==> config.mk <==
export PLATFORM = sky130hd
export DESIGN_NAME = fx2_des_sequencer
export DESIGN_NICKNAME = d
export VERILOG_FILES = /design/src/rtl/fx2_des_sequencer_pkg.sv /design/src/rtl/fx2_des_sequencer_credit_cnt.sv /design/src/rtl/fx2_des_sequencer.sv
export SDC_FILE = /design/constraint.sdc
export NUM_CORES = 1
export LEC_CHECK = 0
export ABC_CLOCK_PERIOD_IN_PS = 2300
export CELL_PAD_IN_SITES_DETAIL_PLACEMENT = 1
export CELL_PAD_IN_SITES_GLOBAL_PLACEMENT = 2
export CORE_UTILIZATION = 36
export DETAILED_ROUTE_END_ITERATION = 16
export GPL_ROUTABILITY_DRIVEN = 1
export PLACE_DENSITY = 0.74
export SLEW_MARGIN = 20
export SYNTH_ARGS = -nofsm -noshare
export SYNTH_HDL_FRONTEND = slang
export SYNTH_SLANG_ARGS = --single-unit
==> constraint.sdc <==
create_clock -name clk_i -period 2.3 [get_ports clk_i]
set_input_delay 0.69 -clock clk_i [delete_from_list [all_inputs] [get_ports clk_i]]
set_output_delay 0.69 -clock clk_i [all_outputs]
set_load 0.01 [all_outputs]
==> src/rtl/fx2_des_sequencer_pkg.sv <==
// Shared op codes, FSM states and header layout for the FX2 -> DES burst sequencer.
package des_seq_pkg;

    localparam int BURST_LEN  = 4;
    localparam int HDR_OP_LSB = 14;
    localparam int HDR_W      = 16;

    typedef enum logic [1:0] {
        OP_KEY = 2'b00,
        OP_ENC = 2'b01,
        OP_DEC = 2'b10,
        OP_BAD = 2'b11
    } op_e;

    typedef enum logic [2:0] {
        ST_IDLE,
        ST_HDR,
        ST_FILL,
        ST_BURST,
        ST_DRAIN
    } state_e;

endpackage

==> src/rtl/fx2_des_sequencer_credit_cnt.sv <==
// Up/down saturating credit counter; a decrement at zero is dropped and flagged.
module seq_credit_cnt #(
    parameter int MAX = 2,
    parameter int W   = 2
) (
    input  logic         clk_i,
    input  logic         rst_n,
    input  logic         inc,
    input  logic         dec,
    output logic [W-1:0] count,
    output logic         at_max,
    output logic         underflow
);

    assign at_max    = (count == W'(MAX));
    assign underflow = dec && (count == '0);

    // Simultaneous inc/dec cancels unless the dec would underflow.
    always_ff @(posedge clk_i or negedge rst_n) begin
        if (!rst_n) begin
            count <= '0;
        end else if (inc && !(dec && count != '0) && !at_max) begin
            count <= count + W'(1);
        end else if (dec && !inc && count != '0) begin
            count <= count - W'(1);
        end
    end

endmodule

==> src/rtl/fx2_des_sequencer.sv <==
// Frames FX2 FIFO words into header-driven commands and emits credit-throttled
// 4-word bursts to the 16->64 bridge with per-block DES sideband.
module fx2_des_sequencer
    import des_seq_pkg::*;
#(
    parameter int CNT_W   = 14,
    parameter int CREDITS = 2
) (
    input  logic        clk_i,
    input  logic        rst_n,
    input  logic        fifo_empty_n,
    input  logic [15:0] fifo_d,
    output logic        fifo_rd,
    output logic [15:0] br_d,
    output logic        br_en,
    input  logic        des_ack,
    output logic        blk_is_key,
    output logic        blk_decrypt,
    output logic        blk_last,
    output logic        busy,
    output logic        err,
    input  logic        err_clr
);

    localparam int CRW = 2;

    state_e                          state;
    logic [BURST_LEN-1:0][HDR_W-1:0] stage;
    logic [1:0]                      wcnt;
    logic [1:0]                      bcnt;
    logic                            full;
    logic [CNT_W-1:0]                blk_left;
    op_e                             op_q;
    logic [CRW-1:0]                  credits;
    logic                            cr_max, cr_uf, cr_inc;
    logic                            pop, go_burst, err_set;
    op_e                             hdr_op;
    logic [CNT_W-1:0]                hdr_n;

    assign fifo_rd  = (state == ST_HDR) || (state == ST_DRAIN) || (state == ST_FILL && !full);
    assign pop      = fifo_rd && fifo_empty_n;
    assign hdr_op   = op_e'(fifo_d[HDR_OP_LSB +: 2]);
    assign hdr_n    = (hdr_op == OP_KEY) ? CNT_W'(1) : fifo_d[CNT_W-1:0];
    // Launch on the pop that fills the buffer so br_en follows the 4th pop directly.
    assign go_burst = (state == ST_FILL) && !cr_max && (full || (pop && wcnt == 2'd3));
    assign cr_inc   = (state == ST_BURST) && (bcnt == 2'd0);
    assign err_set  = (state == ST_HDR && pop && hdr_op == OP_BAD) || cr_uf;
    assign busy     = (state != ST_IDLE) || (credits != '0);

    seq_credit_cnt #(.MAX(CREDITS), .W(CRW)) u_credit (
        .clk_i     (clk_i),
        .rst_n     (rst_n),
        .inc       (cr_inc),
        .dec       (des_ack),
        .count     (credits),
        .at_max    (cr_max),
        .underflow (cr_uf)
    );

    always_ff @(posedge clk_i or negedge rst_n) begin
        if (!rst_n) begin
            state       <= ST_IDLE;
            stage       <= '0;
            wcnt        <= '0;
            bcnt        <= '0;
            full        <= 1'b0;
            blk_left    <= '0;
            op_q        <= OP_KEY;
            br_d        <= '0;
            br_en       <= 1'b0;
            blk_is_key  <= 1'b0;
            blk_decrypt <= 1'b0;
            blk_last    <= 1'b0;
            err         <= 1'b0;
        end else begin
            if (err_clr)      err <= 1'b0;
            else if (err_set) err <= 1'b1;

            case (state)
                ST_IDLE: if (fifo_empty_n) state <= ST_HDR;
                ST_HDR: if (pop) begin
                    op_q     <= hdr_op;
                    blk_left <= hdr_n;
                    wcnt     <= '0;
                    full     <= 1'b0;
                    if (hdr_n == '0)           state <= ST_IDLE;
                    else if (hdr_op == OP_BAD) state <= ST_DRAIN;
                    else                       state <= ST_FILL;
                end
                ST_FILL: begin
                    if (pop) begin
                        stage[wcnt] <= fifo_d;
                        wcnt        <= wcnt + 2'd1;
                        if (wcnt == 2'd3) full <= 1'b1;
                    end
                    if (go_burst) begin
                        state       <= ST_BURST;
                        br_en       <= 1'b1;
                        br_d        <= stage[0];
                        bcnt        <= '0;
                        blk_is_key  <= (op_q == OP_KEY);
                        blk_decrypt <= (op_q == OP_DEC);
                        blk_last    <= (blk_left == CNT_W'(1));
                    end
                end
                ST_BURST: begin
                    bcnt <= bcnt + 2'd1;
                    if (bcnt == 2'd3) begin
                        br_en    <= 1'b0;
                        br_d     <= '0;
                        full     <= 1'b0;
                        blk_left <= blk_left - CNT_W'(1);
                        state    <= (blk_left == CNT_W'(1)) ? ST_IDLE : ST_FILL;
                    end else begin
                        br_d <= stage[bcnt + 2'd1];
                    end
                end
                ST_DRAIN: if (pop) begin
                    wcnt <= wcnt + 2'd1;
                    if (wcnt == 2'd3) begin
                        blk_left <= blk_left - CNT_W'(1);
                        if (blk_left == CNT_W'(1)) state <= ST_IDLE;
                    end
                end
                default: state <= ST_IDLE;
            endcase
        end
    end

endmodule

==> run_results.csv, run 1 <==
group,metric,value,unit
run_status,run_status,"finished, final reports clean",
worst_setup_path,crit_fanout,4,
global_route,grt_use_total,0.211,
timing,skew,0.00774,ns
pwr,cellPowerDensity,1250,nW/um2
synthesis,synthArstFlopShare,1.00,
detailed_routing,routed_via_density,5.56,
synthesis,ys_seq_area_frac,0.500,
clocking,holdBufCountCts,0,
clocking,cts-buffers-inserted,9,
worst_setup_path,arrival,1.52,ns
timing,period_minus_slack,2.21,ns
clocking,clk_pin_slew_worst_paths,0.08,ns
cells_and_area,stdcell_area,6820,um2
timing,worst_pin_slew,0.782,ns
detailed_routing,remaining_drc_errors,0,
worst_setup_path,end_kind,"output port",
worst_setup_path,slowest_stage,"or3b_2",
clocking,cts_tree,"built",
floorplan,io_pins,44,
floorplan,dieArea,15900,um2
synthesis,yosysWarningCount,0,
global_route,grt_max_degree,48,
global_route,overflow,0,
clocking,clockBufferDepth,2,
run,cap_violations,0,
detailed_routing,wl_per_cell,21.0,um
cells_and_area,final_cell_mix,"111 x dfrtp_1, 66 x mux2_2, 45 x buf_4",
worst_setup_path,required,1.61,ns
cells_and_area,syn_to_final_growth,22.8,%
cells_and_area,num_antenna_cells,0,
clocking,cts.sinks,111,
cells_and_area,drive_above_1_share,0.302,
synthesis,ys_ff_latch,111,
floorplan,die_h,126,um
worst_setup_path,cp-start-kind,"flop",
timing,layout_setup_ws,0.0888,ns
timing,setup_violations,0,
global_route,grt_pass1_vias,4489,
synthesis,syn-cell-area,5550,um2
detailed_routing,vias,4095,
synthesis,yosysUniqueCellTypes,53,
hold_path,min_path_type,"in -> async",
placed_design,place_hpwl,10700,um
global_route,antenna_found_initial,0,
floorplan,rows,45,
synthesis,synth_top_area_cell,"dfrtp_1",
synthesis,yosys-top-cells-area,"dfrtp_1 50%, mux2_2 13%, mux4_2 6.5%",
worst_setup_path,path_class,"reg -> out",
placed_design,post-place-ws,-0.107,ns
clocking,clkLatencyLatePin,0.35,ns
clocking,cts_root_buffer,"clkbuf_16",
pwr,leakagePower,3.06,nW
timing,hold_viol,0,
synthesis,synth_edf_count,0,
placed_design,gp_congestion,0.783,
pwr,ir_worst_vdd,0.000577,V
clocking,htreeDepth,3,
detailed_routing,routed_wl,15500,um
timing,rsz0062_at_grt,"no",
detailed_routing,drtPass1Iterations,4,
floorplan,initial_core_util,0.367,
floorplan,fp.dieW,126,um
synthesis,synth_cells,467,
floorplan,core_area,15100,um2
synthesis,synth_nets,496,
global_route,grt_pass1_wl,25300,um
synthesis,synth_ff_type,"dfrtp_1",
detailed_routing,drt_iter0_drc,188,
timing,slew-limit-headroom,0.476,
synthesis,netlist.area_leader.share,0.500,
synthesis,synth_area_per_cell,11.9,um2
placed_design,portBuffers,43,
cells_and_area,layout.nets,574,
placed_design,dpl_cell_area,6530,um2
timing,slew_violations,0,
timing,layout_worst_path_cycle_share,0.961,
cells_and_area,final_common_cell,"dfrtp_1",
pwr,p_total,0.00854,W
detailed_routing,ant_nets,0,
timing,fmax,0.452,GHz
worst_setup_path,critPathMaxStageDelay,0.51,ns
worst_setup_path,crit_chain,"or3b_2 > o21ai_2 > buf_2",
cells_and_area,fillCellCount,1614,
## per-stage QoR
step	cells	utilization	setup TNS, ns	hold slack [ns]
floorplan	467	-	0	0.394
finish	737	0.450	0	0.212
detailed placement	721	0.431	-5.33	0.467
global placement	721	0.431	-3.51	0.456
CTS	737	0.450	0	0.207
global route	737	0.450	0	0.223
## cells in the mapped netlist, types with 2 or more instances
cell type and instances:
nand3b_1 2, a22oi_1 3, a21oi_1 20, or2_2 2
a311oi_1 2, nor4_1 4, nand2_2 4, nor3b_1 3
a32oi_1 5, nand2b_1 3, a31oi_1 2, and3_1 3
nand2_1 33, nand3_1 9, or3_1 2, buf_4 4
inv_1 9, a41oi_1 2, a22o_1 2, o31ai_1 3
mux4_2 16, ha_1 8, a2111o_1 2, dfrtp_1 111
clkbuf_1 11, nand4_1 3, o2bb2ai_1 3, mux2i_1 19
o21ai_0 40, buf_6 4, mux2_2 66, o211ai_1 2
nor3_1 13, or4_1 3, nor2_1 24, buf_2 8
## cells by family (layout without fill, tap and decap cells)
logic type               after synthesis  count (layout)  share of synthesized area
buffers and inverters                 37             119                     0.0349
AND/OR/NAND/NOR                      116             116                      0.109
XOR/XNOR                               2               2                    0.00316
AO/OA/AOI/OAI                         92              92                      0.102
flip-flops                           111             111                      0.500
adder cells (fa/ha/maj)                8               8                     0.0180
multiplexers                         101             101                      0.233
## final cells by class
class / count / area (um2) / share of cell area
Clock inverter: 6 / 52.6 / 0.00770
Multi-Input combinational cell: 319 / 2590 / 0.380
Tap cell: 188 / 235 / 0.0345
Clock buffer: 9 / 225 / 0.0330
Sequential cell: 111 / 2780 / 0.407
Inverter: 9 / 37.5 / 0.00550
Timing Repair Buffer: 95 / 903 / 0.132
## power by group
part,switching [W],internal (W),total [W]
registers,0.000571,0.00275,0.00332
logic,0.00177,0.00194,0.00370
clock network,0.000770,0.000750,0.00152
total,0.00311,0.00543,0.00854
## final timing paths
check | start | endpoint | slack (ns) | cells after the start
min in group clk_i | op_q[0] | blk_is_key | 0.48 | 1
setup / recovery | state[0] | fifo_rd | 0.09 | 3
setup reg to reg | blk_left[6] | state[2] | 0.28 | 5
max in group asynchronous | rst_n | stage[12] | 1.47 | 2
hold / removal | rst_n | stage[0] | 0.21 | 1
hold reg to reg | op_q[0] | blk_is_key | 0.48 | 1
## flip-flops by register name, summed over array words and instances (netlist names)
register	flops
br_d	16
op_q	2
blk_is_key	1
stage	64
u_credit.count	2
bcnt	2
err	1
full	1
state	3
wcnt	2
blk_left	14
blk_decrypt	1
blk_last	1
br_en	1
## critical path, delay by kind of cell (launching register included)
family / cells / cell delay, ns
buffers and inverters: 1 / 0.15
AOI/OAI and AO/OA: 1 / 0.09
DFF: 1 / 0.43
and+or+nand+nor: 1 / 0.51
## what timing repair did
item,CTS,global route
setup buffers,1,0
gates resized for setup,7,3
endpoints found under the setup margin,2,1
## layer usage
layer  track usage  up-vias  routed length, um
met2         0.364       61               7910
met3        0.0212       15                302
met5             0        -                  0
met4        0.0716        0                263
li1              -     1873                  -
met1         0.276     2146               6980
Power figures use the tool's default switching activity.
==> run 2, diff against run 1 <==
--- a/config.mk
+++ b/config.mk
@@ -11,7 +11,7 @@
 export CORE_UTILIZATION = 36
 export DETAILED_ROUTE_END_ITERATION = 16
 export GPL_ROUTABILITY_DRIVEN = 1
-export PLACE_DENSITY = 0.74
+export PLACE_DENSITY_LB_ADDON = 0.1
 export SLEW_MARGIN = 20
 export SYNTH_ARGS = -nofsm -noshare
 export SYNTH_HDL_FRONTEND = slang
==> run 2 against run 1 <==
Sequential power about the same. Utilization up 0.25 points. Cell area up 0.55%. Fmax down 0.35%. Routed wire length about the same. Global-route usage about the same. Critical path type unchanged. Critical endpoint unchanged. Largest cell class unchanged. Highest routed layer unchanged.
==> run_results.csv, run 2 (synthesis gave the netlist of run 1 again) <==
group,metric,value,unit
placed_design,portBuffers,43,
clocking,htreeDepth,3,
pwr,ir_worst_vdd,0.000443,V
cells_and_area,largest_register_ff_count,64,
worst_setup_path,rrSetupSlack,0.24,ns
placed_design,place_hpwl,10900,um
timing,layout_worst_path_cycle_share,0.965,
global_route,antenna_found_initial,0,
floorplan,initial_core_util,0.367,
clocking,clkLatencyLatePin,0.36,ns
timing,hold_viol,0,
cells_and_area,num_antenna_cells,0,
pwr,cellPowerDensity,1240,nW/um2
cells_and_area,fillCellCount,1620,
cells_and_area,layout.nets,576,
floorplan,rows,45,
placed_design,post-place-ws,-0.147,ns
clocking,clockBufferDepth,2,
detailed_routing,drtPass1Iterations,4,
timing,period_minus_slack,2.22,ns
worst_setup_path,path_class,"reg -> out",
detailed_routing,drt_iter0_drc,165,
clocking,cts-buffers-inserted,9,
floorplan,core_area,15100,um2
cells_and_area,reg_top3,"stage x64, br_d x16, blk_left x14",
detailed_routing,routed_via_density,5.43,
cells_and_area,post-route-util,0.453,
clocking,holdBufCountCts,0,
timing,slew_violations,0,
worst_setup_path,required,1.61,ns
run,cap_violations,0,
run_status,run_status,"finished, final reports clean",
worst_setup_path,cp-start-kind,"flop",
detailed_routing,ant_nets,0,
clocking,cts_root_buffer,"clkbuf_16",
timing,worst_pin_slew,0.763,ns
clocking,cts_tree,"built",
floorplan,die_h,126,um
timing,setup_violations,0,
cells_and_area,final_cell_mix,"110 x dfrtp_1, 66 x mux2_2, 48 x buf_4",
detailed_routing,vias,4015,
placed_design,gp_congestion,0.809,
floorplan,dieArea,15900,um2
floorplan,io_pins,44,
global_route,grt_use_total,0.210,
global_route,grt_pass1_vias,4318,
worst_setup_path,crit_fanout,5,
clocking,cts.sinks,111,
timing,setup-tns-final,0,ns
timing,layout_setup_ws,0.0810,ns
global_route,grt_max_degree,36,
timing,rsz0062_at_grt,"no",
clocking,clk_pin_slew_worst_paths,0.08,ns
detailed_routing,routed_wl,15400,um
hold_path,min_path_type,"in -> async",
timing,hold_ws,0.304,ns
pwr,leakagePower,3.08,nW
cells_and_area,syn_to_final_growth,23.5,%
detailed_routing,wl_per_cell,20.9,um
cells_and_area,final_common_cell,"dfrtp_1",
detailed_routing,remaining_drc_errors,0,
worst_setup_path,arrival,1.53,ns
cells_and_area,largest-register,"stage",
floorplan,fp.dieW,126,um
pwr,p_total,0.00849,W
timing,slew-limit-headroom,0.490,
global_route,grt_pass1_wl,24900,um
timing,fmax,0.451,GHz
clocking,cts_setup_buffers,0,
timing,skew,0.0104,ns
global_route,overflow,0,
worst_setup_path,end_kind,"output port",
cells_and_area,drive_above_1_share,0.308,
==> run 2: critical path: stages (launching register included) <==
cell             delay (ns)
dfrtp_2                0.45
or3b_4                 0.40
o21ai_2                0.08
clkdlybuf4s15_2        0.24
==> run 2: path summary, 6_finish.rpt <==
path,from,end,cells after the start
worst max register to register,state[0],blk_left[10],6
max in group asynchronous,rst_n,stage[55],2
worst min-delay path,rst_n,stage[14],1
worst max-delay path,state[0],fifo_rd,3
worst min register to register,blk_decrypt,blk_decrypt,2
min in group clk_i,blk_decrypt,blk_decrypt,2
==> run 2: per-layer routing <==
metal | track usage | share of wire
met1 | 0.276 | 0.46
met2 | 0.356 | 0.50
met3 | 0.0370 | 0.027
met4 | 0.0595 | 0.010
met5 | 0 | 0
==> run 2: layout make-up <==
cell class                      count  area (um2)  area share
Sequential cell                   111        2780       0.405
Multi-Input combinational cell    319        2600       0.379
Timing Repair Buffer               97         921       0.134
Clock buffer                       10         239      0.0348
Tap cell                          188         235      0.0343
Clock inverter                      6        51.3     0.00748
Inverter                            9        33.8     0.00493
==> run 2: stage by stage <==
stage,cell area (um2),cells
finish,6860,740
global route,6860,740
CTS,6850,740
detailed placement,6550,724
global placement,6550,724
floorplan,5560,467
==> run 2: report_power, final <==
| group | leakage [nW] | switching (W) | internal (W) |
|---|---|---|---|
| logic | 1.53 | 0.00173 | 0.00189 |
| clock network | 0.145 | 0.000783 | 0.000784 |
| registers | 1.41 | 0.000559 | 0.00275 |
==> run 2: what timing repair did <==
item	CTS	global route
endpoints found under the setup margin	2	1
gates resized for setup	9	2
hold endpoints to repair	0	0
==> run 3, diff against run 2 <==
--- a/config.mk
+++ b/config.mk
@@ -10,7 +10,7 @@
 export CELL_PAD_IN_SITES_GLOBAL_PLACEMENT = 2
 export CORE_UTILIZATION = 36
 export DETAILED_ROUTE_END_ITERATION = 16
-export GPL_ROUTABILITY_DRIVEN = 1
+export GPL_ROUTABILITY_DRIVEN = 0
 export PLACE_DENSITY_LB_ADDON = 0.1
 export SLEW_MARGIN = 20
 export SYNTH_ARGS = -nofsm -noshare
==> results of run 3 <==
The final DEF is identical to that of run 2; final timing and power are the same.
